$ cat src/rtl/nibble_serial_add_seq_if.sv
// Operand/result bundle for the nibble-serial adder: start/busy/done handshake
// plus the wide operands and results.
interface nibble_serial_add_seq_if #(
    parameter int NIBBLES = 4
);
    localparam int W = 4 * NIBBLES;

    logic         start;
    logic         op_sub;
    logic         cin;
    logic [W-1:0] a;
    logic [W-1:0] b;
    logic         busy;
    logic         done;
    logic [W-1:0] sum;
    logic         cout;
    logic         ovf;

    modport master (
        output start, op_sub, cin, a, b,
        input  busy, done, sum, cout, ovf
    );

    modport slave (
        input  start, op_sub, cin, a, b,
        output busy, done, sum, cout, ovf
    );
endinterface

$ cat src/rtl/nibble_serial_add_seq.sv
// Wide add/subtract computed one nibble per clock (LSB first) through a single
// 4-bit ripple-carry slice, with the inter-nibble carry held in a register.
module nibble_serial_add_seq #(
    parameter int NIBBLES = 4
) (
    input  logic                   clk,
    input  logic                   rst_n,
    nibble_serial_add_seq_if.slave bus
);
    localparam int W  = 4 * NIBBLES;
    localparam int IW = $clog2(NIBBLES);
    localparam logic [IW-1:0] LAST_IDX = IW'(NIBBLES - 1);

    typedef enum logic [1:0] {IDLE, RUN, DONE} state_t;

    state_t                     state_reg, state_next;
    logic [IW-1:0]              idx_reg;
    logic                       carry_reg;
    logic [NIBBLES-1:0][3:0]    a_reg;
    logic [NIBBLES-1:0][3:0]    b_reg;
    logic [NIBBLES-1:0][3:0]    sum_reg;
    logic                       cout_reg;
    logic                       ovf_reg;

    logic                       accept;
    logic                       last_nibble;

    logic [3:0]                 slice_a;
    logic [3:0]                 slice_b;
    logic [3:0]                 slice_s;
    logic [4:0]                 slice_c;

    // Shared 4-bit ripple-carry slice; slice_c[3] is the carry into the MSB.
    assign slice_a    = a_reg[idx_reg];
    assign slice_b    = b_reg[idx_reg];
    assign slice_c[0] = carry_reg;

    generate
        for (genvar gi = 0; gi < 4; gi++) begin : g_fa
            assign slice_s[gi]   = slice_a[gi] ^ slice_b[gi] ^ slice_c[gi];
            assign slice_c[gi+1] = (slice_a[gi] & slice_b[gi]) |
                                   (slice_c[gi] & (slice_a[gi] ^ slice_b[gi]));
        end
    endgenerate

    always_ff @(posedge clk or negedge rst_n) begin
        if (!rst_n) begin
            state_reg <= IDLE;
        end else begin
            state_reg <= state_next;
        end
    end

    always_comb begin
        state_next  = state_reg;
        accept      = 1'b0;
        last_nibble = 1'b0;
        case (state_reg)
            IDLE, DONE: begin
                if (bus.start) begin
                    accept     = 1'b1;
                    state_next = RUN;
                end else begin
                    state_next = IDLE;
                end
            end
            RUN: begin
                if (idx_reg == LAST_IDX) begin
                    last_nibble = 1'b1;
                    state_next  = DONE;
                end
            end
            default: state_next = IDLE;
        endcase
    end

    // Subtraction is a + ~b + 1: invert B on capture and preload the carry.
    always_ff @(posedge clk or negedge rst_n) begin
        if (!rst_n) begin
            idx_reg   <= '0;
            carry_reg <= 1'b0;
            a_reg     <= '0;
            b_reg     <= '0;
            sum_reg   <= '0;
            cout_reg  <= 1'b0;
            ovf_reg   <= 1'b0;
        end else if (accept) begin
            a_reg     <= bus.a;
            b_reg     <= bus.op_sub ? ~bus.b : bus.b;
            carry_reg <= bus.op_sub ? 1'b1 : bus.cin;
            idx_reg   <= '0;
        end else if (state_reg == RUN) begin
            sum_reg[idx_reg] <= slice_s;
            carry_reg        <= slice_c[4];
            if (last_nibble) begin
                cout_reg <= slice_c[4];
                ovf_reg  <= slice_c[3] ^ slice_c[4];
            end else begin
                idx_reg <= idx_reg + IW'(1);
            end
        end
    end

    assign bus.busy = (state_reg == RUN);
    assign bus.done = (state_reg == DONE);
    assign bus.sum  = sum_reg;
    assign bus.cout = cout_reg;
    assign bus.ovf  = ovf_reg;
endmodule
$ cat src/flat_wrapper.sv
// flat-port wrapper written by rule: the top's interface ports become plain ports
module nibble_serial_add_seq_flat 
#(
    parameter int NIBBLES = 4
)
  (clk, rst_n, bus_start, bus_op_sub, bus_cin, bus_a, bus_b, bus_busy, bus_done, bus_sum, bus_cout, bus_ovf);
  nibble_serial_add_seq_if #(.NIBBLES(NIBBLES)) bus_i ();
  input  logic clk;
  input  logic rst_n;
  input wire logic [$bits(bus_i.start)-1:0] bus_start;
  input wire logic [$bits(bus_i.op_sub)-1:0] bus_op_sub;
  input wire logic [$bits(bus_i.cin)-1:0] bus_cin;
  input wire logic [$bits(bus_i.a)-1:0] bus_a;
  input wire logic [$bits(bus_i.b)-1:0] bus_b;
  output wire logic [$bits(bus_i.busy)-1:0] bus_busy;
  output wire logic [$bits(bus_i.done)-1:0] bus_done;
  output wire logic [$bits(bus_i.sum)-1:0] bus_sum;
  output wire logic [$bits(bus_i.cout)-1:0] bus_cout;
  output wire logic [$bits(bus_i.ovf)-1:0] bus_ovf;
  assign bus_i.start = bus_start;
  assign bus_i.op_sub = bus_op_sub;
  assign bus_i.cin = bus_cin;
  assign bus_i.a = bus_a;
  assign bus_i.b = bus_b;
  assign bus_busy = bus_i.busy;
  assign bus_done = bus_i.done;
  assign bus_sum = bus_i.sum;
  assign bus_cout = bus_i.cout;
  assign bus_ovf = bus_i.ovf;
  nibble_serial_add_seq #(.NIBBLES(NIBBLES)) u_core (.clk(clk), .rst_n(rst_n), .bus(bus_i));
endmodule
$ cat config.mk
export PLATFORM = sky130hd
export DESIGN_NAME = nibble_serial_add_seq_flat
export DESIGN_NICKNAME = d
export VERILOG_FILES = /design/src/rtl/nibble_serial_add_seq_if.sv /design/src/rtl/nibble_serial_add_seq.sv /design/src/flat_wrapper.sv
export SDC_FILE = /design/constraint.sdc
export NUM_CORES = 1
export LEC_CHECK = 0
export BUFFER_PORTS_ARGS = -buffer_cell sky130_fd_sc_hd__buf_2
export CAP_MARGIN = 10
export CORE_MARGIN = 4
export CORE_UTILIZATION = 54
export CTS_CLUSTER_SIZE = 10
export DETAILED_ROUTE_END_ITERATION = 16
export PLACE_DENSITY = 0.9
export SLEW_MARGIN = 25
export SYNTH_ARGS = -nofsm -noshare
export SYNTH_HDL_FRONTEND = slang
export SYNTH_SLANG_ARGS = --single-unit
export TNS_END_PERCENT = 20
$ cat constraint.sdc
create_clock -name clk -period 3.6 [get_ports clk]
set_clock_uncertainty 0.05 [all_clocks]
set_input_delay 0.18 -clock clk [delete_from_list [all_inputs] [get_ports clk]]
set_output_delay 0.18 -clock clk [all_outputs]
set_load 0.01 [all_outputs]
==> flow_metrics.env <==
export IMPL_firstDrtPassIters=4
export IMPL_cts_tree="yes"
export IMPL_worstPathMaxFanout=8
export IMPL_ys_seq_area_share_pct=52.2
export IMPL_synthCells=204
export IMPL_clockBufferDepth=2
export IMPL_gp_congestion=0.808
export IMPL_syn2layout_area_growth_pct=16.7
export IMPL_drv_slew=0
export IMPL_ys_types=27
export IMPL_hold_path_cell_count=2
export IMPL_crit_type="reg -> reg"
export IMPL_ir_drop_mv=0.468
export IMPL_overflow=0
export IMPL_mostFrequentLayoutCells="buf_2 (56), dfrtp_1 (55), nand2_1 (26), o21ai_0 (26), xnor2_1 (16)"
export IMPL_clockPowerShare_pct=15.6
export IMPL_hp_start="bus_a[14]"
export IMPL_switching_power_mw=1.11
export IMPL_drc=0
export IMPL_die_y_microns=77.9
export IMPL_grt_pass1_vias=1728
export IMPL_nets=304
export IMPL_crit_slowest_cell="dfrtp_1"
export IMPL_setup_viol_count_final=0
export IMPL_rrSetupSlack_ns=0.52
export IMPL_max_cap_violations=0
export IMPL_finalSetupTns_ns=0
export IMPL_hpwl_microns=3690
export IMPL_rsz0062_at_grt="no"
export IMPL_groute_usage_overall_pct=18.1
export IMPL_crit_required_ns=3.78
export IMPL_fin_crit_sh_pct=85.7
export IMPL_drtIter0Drc=107
export IMPL_grt_max_degree=56
export IMPL_ctsRootBufferMaster="clkbuf_8"
export IMPL_core_sq_um=4720
export IMPL_wl_per_cell_microns=15.4
export IMPL_p_comb_share_pct=46.8
export IMPL_grt_first_pass_wirelength_microns=8490
export IMPL_routed_via_density=5.12
export IMPL_ant_nets=0
export IMPL_cp_cell_sequence="mux4_2 -> inv_1 -> fa_1 -> inv_1 -> fa_1 -> fa_1 -> inv_1 -> fa_1 -> o21ai_0"
export IMPL_hold_ws_ns=0.0433
export IMPL_fin_crit_ns=3.08
export IMPL_cpMostUsedCell="fa_1"
export IMPL_arrival_ns=3.26
export IMPL_fmax_mhz=324
export IMPL_endpoint_kind="register"
export IMPL_cp_slowest_stage_delay_ns=0.58
export IMPL_ys_warn_count=0
export IMPL_cts_made_buffers=5
export IMPL_ys_ff_latch=55
export IMPL_syn_area_per_cell_sq_um=12.9
export IMPL_netlist_top_cells_area="dfrtp_1 (52%), mux2_4 (8.0%), mux4_2 (6.8%)"
export IMPL_yosys_area_top_type_share_pct=52.2
export IMPL_n_fill_cell=360
export IMPL_row_count=25
export IMPL_power_mw=3.06
export IMPL_fp_dieW_microns=77.9
export IMPL_syn_num_nets=249
export IMPL_dieArea_sq_um=6070
export IMPL_syn_area_sq_um=2640
export IMPL_p_per_area_nw_per_um2=992
export IMPL_p_leak_nw=1.49
export IMPL_cts_htree_levels=2
export IMPL_vias=1674
export IMPL_min_path_type="in -> reg"
export IMPL_hold_viol=0
export IMPL_worst_slew_pin_slew_ns=0.673
export IMPL_wl_microns=5030
export IMPL_cts_sinks=55
export IMPL_cp_startpoint="u_core.idx_reg[0]"
export IMPL_r2r_start="u_core.idx_reg[0]"
export IMPL_worst_slew_margin_rel_pct=55.1
export IMPL_initial_core_util_pct=55.8
export IMPL_swShare_pct=36.5
export IMPL_timing_rr_end="u_core.bus.sum[3]"
export IMPL_outcome="finished clean"
export IMPL_clk_latency_ns=0.31
export IMPL_p_seq_share_pct=37.6
export IMPL_io_buffers=56
export IMPL_internal_power_mw=1.94
export IMPL_drive_gt1_share_pct=38.5
export IMPL_cts_setup_buffers=0
export IMPL_antenna_found_initial=0
export IMPL_whs_endpoint="u_core.a_reg[14]"
export IMPL_rr_worst_depth=9
export IMPL_clk_pin_slew_worst_paths_ns=0.10
export IMPL_final_common_cell="buf_2"
export IMPL_antenna_cells=0
export IMPL_ios=57
export IMPL_cp_start_kind="register"
export IMPL_yosys_area_top_type="dfrtp_1"
[Yosys cell counts (all sizes together)]
library cell	instances
clkbuf	2
o211ai	2
o31ai	1
nand3b	4
nand3	2
dfrtp	55
mux4	8
nand2b	2
buf	10
o221ai	1
mux2	24
inv	11
xnor2	16
nor2	2
fa	4
o311ai	1
ha	4
o21ai	26
nand2	26
nor2b	1
xor2	1
a21oi	1
[power groups by stage]
stage	registers (mW)	clock network (mW)	logic, mW
3_5_place_dp	1.15	0	1.44
3_3_place_gp	1.13	0	1.37
4_1_cts	1.15	0.479	1.44
2_1_floorplan	1.11	0	1.07
5_1_grt	1.18	0.506	1.61
6_report	1.15	0.478	1.43
[per-layer routing]
layer / part of all wire [%] / GRT usage [%] / vias to the layer above / routed length (microns)
met3: 4.7 / 4.29 / 5 / 234
met4: 1.1 / 4.80 / 0 / 55
li1: - / - / 808 / -
met5: 0 / 0 / - / 0
met2: 49 / 28.5 / 43 / 2490
met1: 45 / 25.2 / 818 / 2250
[how the worst max path moves through the flow]
stage / cells after the start / to
after global placement: 9 / u_core.bus.sum[15]
after floorplan: 10 / u_core.bus.sum[11]
final: 9 / u_core.bus.sum[3]
after CTS: 9 / u_core.bus.sum[3]
after detailed placement: 9 / u_core.bus.sum[3]
after global routing: 9 / u_core.bus.sum[3]
[through the flow]
stage	cells	area (sq um)	utilization (%)	setup WS, ns
2_1_floorplan	204	2640	-	0.692
3_3_place_gp	318	2930	62.1	0.619
3_5_place_dp	318	2930	62.1	0.523
4_1_cts	327	3080	65.2	0.501
5_1_grt	327	3080	65.2	0.297
6_report	327	3080	65.2	0.516
[area by class of cell]
| type | instances | area, sq um | share of cell area (%) |
|---|---|---|---|
| Inverter | 11 | 41.3 | 1.34 |
| Clock buffer | 5 | 68.8 | 2.23 |
| Sequential cell | 55 | 1380 | 44.7 |
| Timing Repair Buffer | 60 | 313 | 10.2 |
| Tap cell | 67 | 83.8 | 2.72 |
| Multi-Input combinational cell | 126 | 1130 | 36.7 |
| Clock inverter | 3 | 67.6 | 2.19 |
[timing repair]
action,CTS,global route
hold buffers,1,0
hold endpoints to repair,55,0
gates resized for setup,0,0
[cell families after synthesis]
family	count (synthesis)	synth area share, %
compound gates	32	6.64
buf+inv	23	5.03
flops	55	52.2
mux	32	19.1
xor+xnor	17	5.65
simple gates	37	6.50
fa+ha+maj	8	4.93
[critical path, delay by kind of cell, from the launching register on]
family / cells / cell delay [ns]
adder cells (fa/ha/maj): 4 / 1.40
flip-flops: 1 / 0.58
multiplexers: 1 / 0.55
buffers and inverters: 3 / 0.23
AO/OA/AOI/OAI: 1 / 0.20
(Power assumes the default switching activity.)
